File: src/rtl/fifo_wr_arbiter.sv
// Round-robin burst arbiter sharing one FIFO write port between NUM_REQ producers.
// Optional macro FIFO_WR_ARB_PRIO0_EN gives requester 0 strict priority over the rotation.
module fifo_wr_arbiter #(
    parameter int NUM_REQ     = 4,
    parameter int DATA_WIDTH  = 8,
    parameter int DEPTH_WIDTH = 8,
    parameter int BURST_LEN   = 16
) (
    input  logic                          clk,
    input  logic                          rst,
    input  logic [NUM_REQ-1:0]            req,
    input  logic [NUM_REQ*DATA_WIDTH-1:0] src_data,
    input  logic [NUM_REQ-1:0]            src_valid,
    output logic [NUM_REQ-1:0]            src_ready,
    output logic [NUM_REQ-1:0]            grant,
    output logic [DATA_WIDTH-1:0]         fifo_wr_data,
    output logic                          fifo_wr_en,
    input  logic                          fifo_wr_full,
    input  logic [DEPTH_WIDTH:0]          fifo_wr_water_level,
    output logic                          overflow_err
);

    localparam int PTR_W = (NUM_REQ > 1) ? $clog2(NUM_REQ) : 1;
    localparam int CNT_W = $clog2(BURST_LEN + 1);

    localparam logic [DEPTH_WIDTH:0] CAPACITY   = {1'b1, {DEPTH_WIDTH{1'b0}}};
    localparam logic [DEPTH_WIDTH:0] BURST_NEED = (DEPTH_WIDTH + 1)'(BURST_LEN);
    localparam logic [CNT_W-1:0]     LAST_BEAT  = CNT_W'(BURST_LEN - 1);
    localparam logic [PTR_W-1:0]     PTR_INIT   = PTR_W'(NUM_REQ - 1);

    typedef enum logic [1:0] {
        IDLE,
        BURST,
        SETTLE
    } state_t;

    state_t state;
    state_t state_next;

    logic [DEPTH_WIDTH:0]  free_space;
    logic                  space_ok;
    logic [PTR_W-1:0]      rr_ptr;
    logic [PTR_W-1:0]      cur;
    logic [PTR_W-1:0]      pick;
    logic                  pick_valid;
    logic [CNT_W-1:0]      beat_cnt;
    logic                  settle_cnt;
    logic                  accept;
    logic                  last_beat;
    logic                  start_burst;
    logic [DATA_WIDTH-1:0] cur_data;
    logic [DATA_WIDTH-1:0] src_chunk [NUM_REQ];

    for (genvar g = 0; g < NUM_REQ; g++) begin : g_unpack
        assign src_chunk[g] = src_data[g*DATA_WIDTH +: DATA_WIDTH];
    end

    // Free space is taken modulo 2**(DEPTH_WIDTH+1), so a full FIFO reads as zero free words.
    assign free_space = CAPACITY - fifo_wr_water_level;
    assign space_ok   = (free_space >= BURST_NEED);

    // Winner search: first active request after rr_ptr, wrapping around.
    always_comb begin
        int             idx;
        logic [PTR_W-1:0] idx_p;
        pick       = '0;
        pick_valid = 1'b0;
        idx        = 0;
        idx_p      = '0;
        for (int k = 1; k <= NUM_REQ; k++) begin
            idx = int'(rr_ptr) + k;
            if (idx >= NUM_REQ) begin
                idx = idx - NUM_REQ;
            end
            idx_p = PTR_W'(idx);
`ifdef FIFO_WR_ARB_PRIO0_EN
            if (!pick_valid && (idx != 0) && req[idx_p]) begin
`else
            if (!pick_valid && req[idx_p]) begin
`endif
                pick       = idx_p;
                pick_valid = 1'b1;
            end
        end
`ifdef FIFO_WR_ARB_PRIO0_EN
        if (req[0]) begin
            pick       = '0;
            pick_valid = 1'b1;
        end
`endif
    end

    always_ff @(posedge clk or posedge rst) begin
        if (rst) begin
            state <= IDLE;
        end else begin
            state <= state_next;
        end
    end

    always_comb begin
        state_next = state;
        case (state)
            IDLE:    if (start_burst) state_next = BURST;
            BURST:   if (last_beat)   state_next = SETTLE;
            SETTLE:  if (settle_cnt)  state_next = IDLE;
            default: state_next = IDLE;
        endcase
    end

    always_comb begin
        src_ready   = grant & {NUM_REQ{~fifo_wr_full}};
        accept      = (state == BURST) && |(src_ready & src_valid);
        last_beat   = accept && (beat_cnt == LAST_BEAT);
        start_burst = (state == IDLE) && pick_valid && space_ok;
        cur_data    = src_chunk[cur];
    end

    // Grant, pointer, beat counting and the registered FIFO write side.
    always_ff @(posedge clk or posedge rst) begin
        if (rst) begin
            grant        <= '0;
            rr_ptr       <= PTR_INIT;
            cur          <= '0;
            beat_cnt     <= '0;
            settle_cnt   <= 1'b0;
            fifo_wr_en   <= 1'b0;
            fifo_wr_data <= '0;
            overflow_err <= 1'b0;
        end else begin
            fifo_wr_en <= accept;
            if (accept) begin
                fifo_wr_data <= cur_data;
            end
            if (fifo_wr_en && fifo_wr_full) begin
                overflow_err <= 1'b1;
            end
            settle_cnt <= (state == SETTLE) ? ~settle_cnt : 1'b0;
            if (start_burst) begin
                grant    <= NUM_REQ'(1) << pick;
                cur      <= pick;
                beat_cnt <= '0;
`ifdef FIFO_WR_ARB_PRIO0_EN
                if (pick != '0) begin
                    rr_ptr <= pick;
                end
`else
                rr_ptr <= pick;
`endif
            end
            if (accept) begin
                if (last_beat) begin
                    grant    <= '0;
                    beat_cnt <= '0;
                end else begin
                    beat_cnt <= beat_cnt + CNT_W'(1);
                end
            end
        end
    end

endmodule

File: config.mk
export PLATFORM = sky130hd
export DESIGN_NAME = fifo_wr_arbiter
export DESIGN_NICKNAME = d
export VERILOG_FILES = /design/src/rtl/fifo_wr_arbiter.sv
export SDC_FILE = /design/constraint.sdc
export NUM_CORES = 1
export LEC_CHECK = 0
export ABC_AREA = 1
export CAP_MARGIN = 40
export CORE_MARGIN = 2
export CORE_UTILIZATION = 39
export DETAILED_ROUTE_END_ITERATION = 7
export GPL_TIMING_DRIVEN = 0
export PLACE_DENSITY = 0.75
export SETUP_SLACK_MARGIN = 0.02
export SYNTH_ARGS = -nofsm -noshare
export SYNTH_HDL_FRONTEND = slang
export SYNTH_SLANG_ARGS = --single-unit
File: constraint.sdc
create_clock -name clk -period 3.45 [get_ports clk]
set_input_delay 0.69 -clock clk [delete_from_list [all_inputs] [get_ports clk]]
set_output_delay 0.69 -clock clk [all_outputs]
set_load 0.005 [all_outputs]
==> results of run 1 <==
[cell families after synthesis]
kind of cell / count (synthesis)
xor+xnor: 1
fa+ha+maj: 1
compound gates: 39
simple gates: 142
flops: 26
buf+inv: 32
[synthesized netlist by cell type]
| cell type | number | area, um2 |
|---|---|---|
| clkbuf_1 | 3 | 11.3 |
| nand2_2 | 5 | 31.3 |
| nand2_4 | 5 | 56.3 |
| nand4_1 | 3 | 18.8 |
| nand3_1 | 11 | 55.1 |
| nor2_4 | 1 | 11.3 |
| inv_2 | 3 | 11.3 |
| nor3_1 | 1 | 5.00 |
| dfstp_2 | 2 | 52.6 |
| a21boi_1 | 1 | 7.51 |
| clkinv_1 | 1 | 3.75 |
| a31oi_1 | 8 | 50.1 |
| nor2_1 | 59 | 221 |
| nor2_2 | 1 | 6.26 |
| or2_2 | 1 | 6.26 |
| nand2_1 | 54 | 203 |
| ha_1 | 1 | 12.5 |
| a21oi_1 | 7 | 35.0 |
| a21o_1 | 1 | 7.51 |
| nand3_2 | 1 | 10.0 |
| o21ai_1 | 1 | 5.00 |
| inv_1 | 20 | 75.1 |
| o21ai_0 | 20 | 100 |
| o21a_1 | 1 | 7.51 |
| xor2_1 | 1 | 8.76 |
| dfrtp_1 | 24 | 601 |
| buf_4 | 1 | 7.51 |
| buf_6 | 2 | 22.5 |
| inv_6 | 1 | 8.76 |
| buf_1 | 1 | 3.75 |
[sequential cells by signal, summed over array words and instances, names as in the netlist]
signal and flops:
beat_cnt 5, cur 2, fifo_wr_data 8, fifo_wr_en 1
grant 4, overflow_err 1, rr_ptr 2, settle_cnt 1
state 2
[how the worst max path moves through the flow]
stage / from / to
floorplan: fifo_wr_full / state[1]$_DFFE_PP0P_
global placement: fifo_wr_full / src_ready[2]
detailed placement: fifo_wr_full / src_ready[0]
CTS: fifo_wr_full / src_ready[0]
global route: fifo_wr_full / src_ready[0]
finish: fifo_wr_full / src_ready[0]
[metal layers]
metal | vias to the layer above | track usage [%] | part of all wire, %
li1 | 915 | - | -
met1 | 790 | 21.0 | 44
met2 | 53 | 31.7 | 49
met3 | 2 | 4.39 | 6.4
met4 | 0 | 1.96 | 0.31
met5 | - | 0 | 0
[power by group through the flow]
stage | combinational (W) | clock [W] | sequential, W
after CTS | 0.0000900 | 0.000251 | 0.000305
after detailed placement | 0.0000897 | 0 | 0.000311
after floorplan | 0.0000243 | 0 | 0.000311
after global routing | 0.0000981 | 0.000269 | 0.000305
after global placement | 0.0000868 | 0 | 0.000311
final | 0.0000890 | 0.000246 | 0.000305
[metrics by stage]
stage	area [um2]	hold slack, ns	power, W	std cells	setup slack [ns]
floorplan	1660	0.390	0.000335	241	1.77
global placement	2410	0.396	0.000397	360	0.884
detailed placement	2420	0.417	0.000400	361	0.881
CTS	2490	0.429	0.000646	365	0.877
global route	2490	0.453	0.000671	365	0.782
finish	2490	0.426	0.000639	365	0.890
[layout make-up]
class	instances	area (um2)
fillers	393	1530
multi-input cells	183	858
repair buffers	70	706
flip-flops and latches	26	653
inverters	25	98.8
well taps	50	62.6
plain buffers	7	45.0
clock buffers	3	41.3
clock inverters	1	30.0
==> flow_summary.ini, run 1 <==
[sta]
setup_viol = 0
maxSlewViolCount = 0
max_freq_mhz = 391
clock_skew_ns = 0.00182
slew_headroom_pct = 65.4
finalHoldViolCount = 0
tns_ns = 0
fin_crit_sh_pct = 74.2
rsz0062_at_grt = no
max_slew.worst_pin.slew_ns = 0.519
fin_crit_ns = 2.56

[logic_synthesis]
synthAdderAreaFrac_pct = 0.756
synth-simple-area-share_pct = 37.7
synthDistinctLibCells = 30
avgSynthCellArea_um2 = 6.87
ys_warn_count = 0
synth_seq_area_share_pct = 39.5
syn_inst = 241
synth_xor_area_share_pct = 0.529
synth_top_family_by_area = simple AND/OR/NAND/NOR gates
synth_fp_nets = 294
synth_seq_cells = 26
synth.cell_area_mm2 = 0.00166
synth-compound-area-share_pct = 12.8
synth_mux_area_share_pct = 0

[power_and_ir_drop]
p_int_w = 0.000519
powerDensity_mw_per_mm2 = 256
ir_worst_vdd_v = 0.000260
switching_share_pct = 18.8
seqPwrFrac_pct = 47.6
p_clk_share_pct = 38.4
power_switching_w = 0.000120
leakagePower_nw = 1.15
comb_power_share_pct = 13.9

[clock_network]
clock_latency_ns = 0.26
clkSlewWorstSetupHoldPaths_ns = 0.09
cts_tree = yes
cts_buffers = 3
h-tree-depth = 1
root_buffer = clkbuf_8
cts_resized = 0
postCtsSetupBuffers = 0
cts.sinks = 26
hold_buffers = 0
clockBufferDepth = 2

[critical_path]
critical_path_class = in -> out
cp.required_ns = 2.76
cp_cell_sequence = clkdlybuf4s50_1 -> nor2_1 -> clkdlybuf4s50_1
cp_max_fo = 5
worst-path-stages = 3
r2r_start = rr_ptr[0]$_DFFE_PP1N_
slowest_stage = clkdlybuf4s50_1
reg2reg_to = grant[2]$_DFF_PP0_
crit_buf_inv = 2
cp.arrival_ns = 1.87
reg2reg_slack_ns = 1.70
reg2regPathDepth = 13
cp-start-kind = primary input
endpoint_kind = output pin
path_common_cell = clkdlybuf4s50_1
crit_path_max_incr_delay_ns = 0.52
crit_family = buffers and inverters

[drt]
vias = 1760
drt-vias-per-instance = 4.82
wl_mm = 3.93
wl_per_cell_um = 10.8
ant_nets = 0
detailedRoute.firstIterationViolations = 53
drtPass1Iterations = 4
route.detailed.drc = 0

[floorplanning]
rows = 23
num_io_pins = 70
core_mm2 = 0.00403
die_h_um = 69.2
design.die.area_mm2 = 0.00478
die_w_um = 69.2
initial_core_util_pct = 41.1

[layout]
drive_above_1_share_pct = 8.89
layout_common_cells = clkdlybuf4s50_1, nor2_1, nand2_1
syn2layout_area_growth_pct = 50.7
fin_nets = 369
antennaDiodeCount = 0
layout_commonest_cell = clkdlybuf4s50_1
utilization_pct = 61.9

[placement]
hpwl_mm = 3.26
routabilityCongestion = 0.849
portBuffers = 69

[global_route]
overflow = 0
grt.total_usage_pct = 17.3
grt_pass1_wl_mm = 7.01
grt_max_degree = 16
antenna_found_initial = 0
grt_pass1_vias = 1660

[worst_hold_path]
whs_endpoint = settle_cnt$_DFF_PP0_
hp-class = reg -> reg
hp-start = settle_cnt$_DFF_PP0_
min_path_cells = 1

[flow_run]
max-cap-violations = 0

[status]
status = finished, final reports clean
Note: power is estimated with default switching activity, not from simulation.
==> inputs of run 2 (changes only) <==
Settings changed: CORE_UTILIZATION 39 to 38, PLACE_DENSITY 0.75 to 0.77.
Clock period 3.45 ns to 2.3 ns, I/O delays scaled along.
==> run 2 against run 1 <==
Effect of this change: non-clock buffer count did not move; wire length grew 1.4%; count of clock-buffer cells in the layout grew 1; critical path type unchanged; sequential power is 50% higher; register-to-register slack lost 1.1 ns; via count fell by 0.85%; power rose by 38%.
==> flow_summary.ini, run 2 (synthesis results as in run 1) <==
[placement]
routabilityCongestion = 0.813
portBuffers = 69
place_worst_setup_slack_ns = 0.0840
placed_cell_area_mm2 = 0.00243
hpwl_mm = 3.19

[floorplanning]
die_w_um = 70
initial_core_util_pct = 38.8
num_io_pins = 70
die_h_um = 70
design.die.area_mm2 = 0.00490
rows = 24
core_mm2 = 0.00426

[drt]
ant_nets = 0
drt-vias-per-instance = 4.75
vias = 1745
wl_mm = 3.99
route.detailed.drc = 0
detailedRoute.firstIterationViolations = 33
drtPass1Iterations = 7
wl_per_cell_um = 10.9

[critical_path]
slowest_stage = clkdlybuf4s50_1
crit_family = buffers and inverters
cp-start-kind = primary input
cp.required_ns = 1.84
cp.arrival_ns = 1.63
critical_path_class = in -> out
path_common_cell = clkdlybuf4s50_1
cp_max_fo = 5
crit_path_max_incr_delay_ns = 0.52
cp_cell_sequence = clkdlybuf4s50_1 -> nor2_1 -> clkdlybuf4s50_1
endpoint_kind = output pin
crit_buf_inv = 2

[layout]
fin_nets = 369
top_register = fifo_wr_data
nFillCells = 424
reg.largest.list = fifo_wr_data: 8 flops, beat_cnt: 5 flops, grant: 4 flops
layout_common_cells = clkdlybuf4s50_1, nor2_1, nand2_1
antennaDiodeCount = 0
final_area_mm2 = 0.00248
largest_reg_flops = 8
layout_commonest_cell = clkdlybuf4s50_1
drive_above_1_share_pct = 8.89
utilization_pct = 58.2
syn2layout_area_growth_pct = 49.9

[clock_network]
clock_latency_ns = 0.27
hold_buffers = 0
postCtsSetupBuffers = 0
clkSlewWorstSetupHoldPaths_ns = 0.09
clockBufferDepth = 2
cts_resized = 0
cts_tree = yes
h-tree-depth = 1
root_buffer = clkbuf_8
cts_buffers = 3
cts.sinks = 26

[sta]
slew_headroom_pct = 66.7
rsz0062_at_grt = no
clock_skew_ns = 0.00404
maxSlewViolCount = 0
max_slew.worst_pin.slew_ns = 0.499
max_freq_mhz = 478
holdWs_ns = 0.414
setup_viol = 0
tns_ns = 0
fin_crit_sh_pct = 91.0
fin_ws_ns = 0.206
fin_crit_ns = 2.09
finalHoldViolCount = 0

[power_and_ir_drop]
leakagePower_nw = 1.14
ir_worst_vdd_v = 0.000304
switching_share_pct = 20.8
power_switching_w = 0.000184
seqPwrFrac_pct = 51.7
comb_power_share_pct = 15.0
p_int_w = 0.000699
p_clk_share_pct = 33.3
powerDensity_mw_per_mm2 = 356

[global_route]
antenna_found_initial = 0
overflow = 0
grt_pass1_wl_mm = 6.94
grt_pass1_vias = 1657
grt.total_usage_pct = 17.1
grt_max_degree = 15

[status]
status = finished, final reports clean

[worst_hold_path]
hp-class = reg -> reg

[flow_run]
max-cap-violations = 0
-- run 2: cell types whose count changed in the layout (fill, tap and decap cells not counted) --
cell	before	now
clkbuf_8	3	4
bufinv_16	1	0
-- run 2: power groups by stage --
stage	logic, W	registers [W]	clock network, W
final	0.000133	0.000457	0.000294
after global routing	0.000147	0.000457	0.000316
after CTS	0.000134	0.000457	0.000298
after detailed placement	0.000134	0.000466	0
after global placement	0.000130	0.000466	0
after floorplan	0.0000364	0.000466	0
-- run 2: worst register-to-register path, stage by stage (launching register included) --
cell and delay, ns:
dfstp_2 0.53, buf_6 0.14, inv_6 0.06, nand2_1 0.08, nand2_1 0.07, nand2_1 0.06, nand2_1 0.07, nand2_1 0.11
nand2_1 0.08, nand2_1 0.06, nand2_1 0.05, nor2_2 0.16, nand2_1 0.08, a21oi_1 0.12
-- run 2: cell type report --
| cell class | instances | area (um2) | area share, % |
|---|---|---|---|
| Tap cell | 52 | 65.1 | 2.62 |
| Sequential cell | 26 | 653 | 26.3 |
| Multi-Input combinational cell | 183 | 858 | 34.6 |
| Inverter | 25 | 98.8 | 3.98 |
| Clock buffer | 4 | 55.1 | 2.22 |
| Buffer | 7 | 45.0 | 1.82 |
| Timing Repair Buffer | 70 | 706 | 28.4 |
-- run 2: worst paths after layout --
kind / from / end / slack [ns] / cells past startpoint
max in group asynchronous: rst / rr_ptr[1]$_DFFE_PP1N_ / 1.24 / 3
min in group asynchronous: rst / fifo_wr_data[4]$_DFFE_PP0P_ / 0.51 / 2
worst max-delay path: fifo_wr_full / src_ready[0] / 0.21 / 3
worst min-delay path: settle_cnt$_DFF_PP0_ / settle_cnt$_DFF_PP0_ / 0.41 / 1
worst min register to register: settle_cnt$_DFF_PP0_ / settle_cnt$_DFF_PP0_ / 0.41 / 1
worst max register to register: rr_ptr[0]$_DFFE_PP1N_ / grant[2]$_DFF_PP0_ / 0.57 / 13
-- run 2: stage by stage --
stage	instances	power [W]
after floorplan	241	0.000502
final	367	0.000883
after CTS	367	0.000889
after global routing	367	0.000920
after detailed placement	363	0.000600
after global placement	362	0.000595
-- run 2: metal layers --
layer | wire, um | vias to the layer above | global-route usage [%]
li1 | - | 917 | -
met1 | 1710 | 763 | 19.6
met3 | 334 | 2 | 4.91
met5 | 0 | - | 0
met2 | 1920 | 63 | 31.4
met4 | 25 | 0 | 3.63
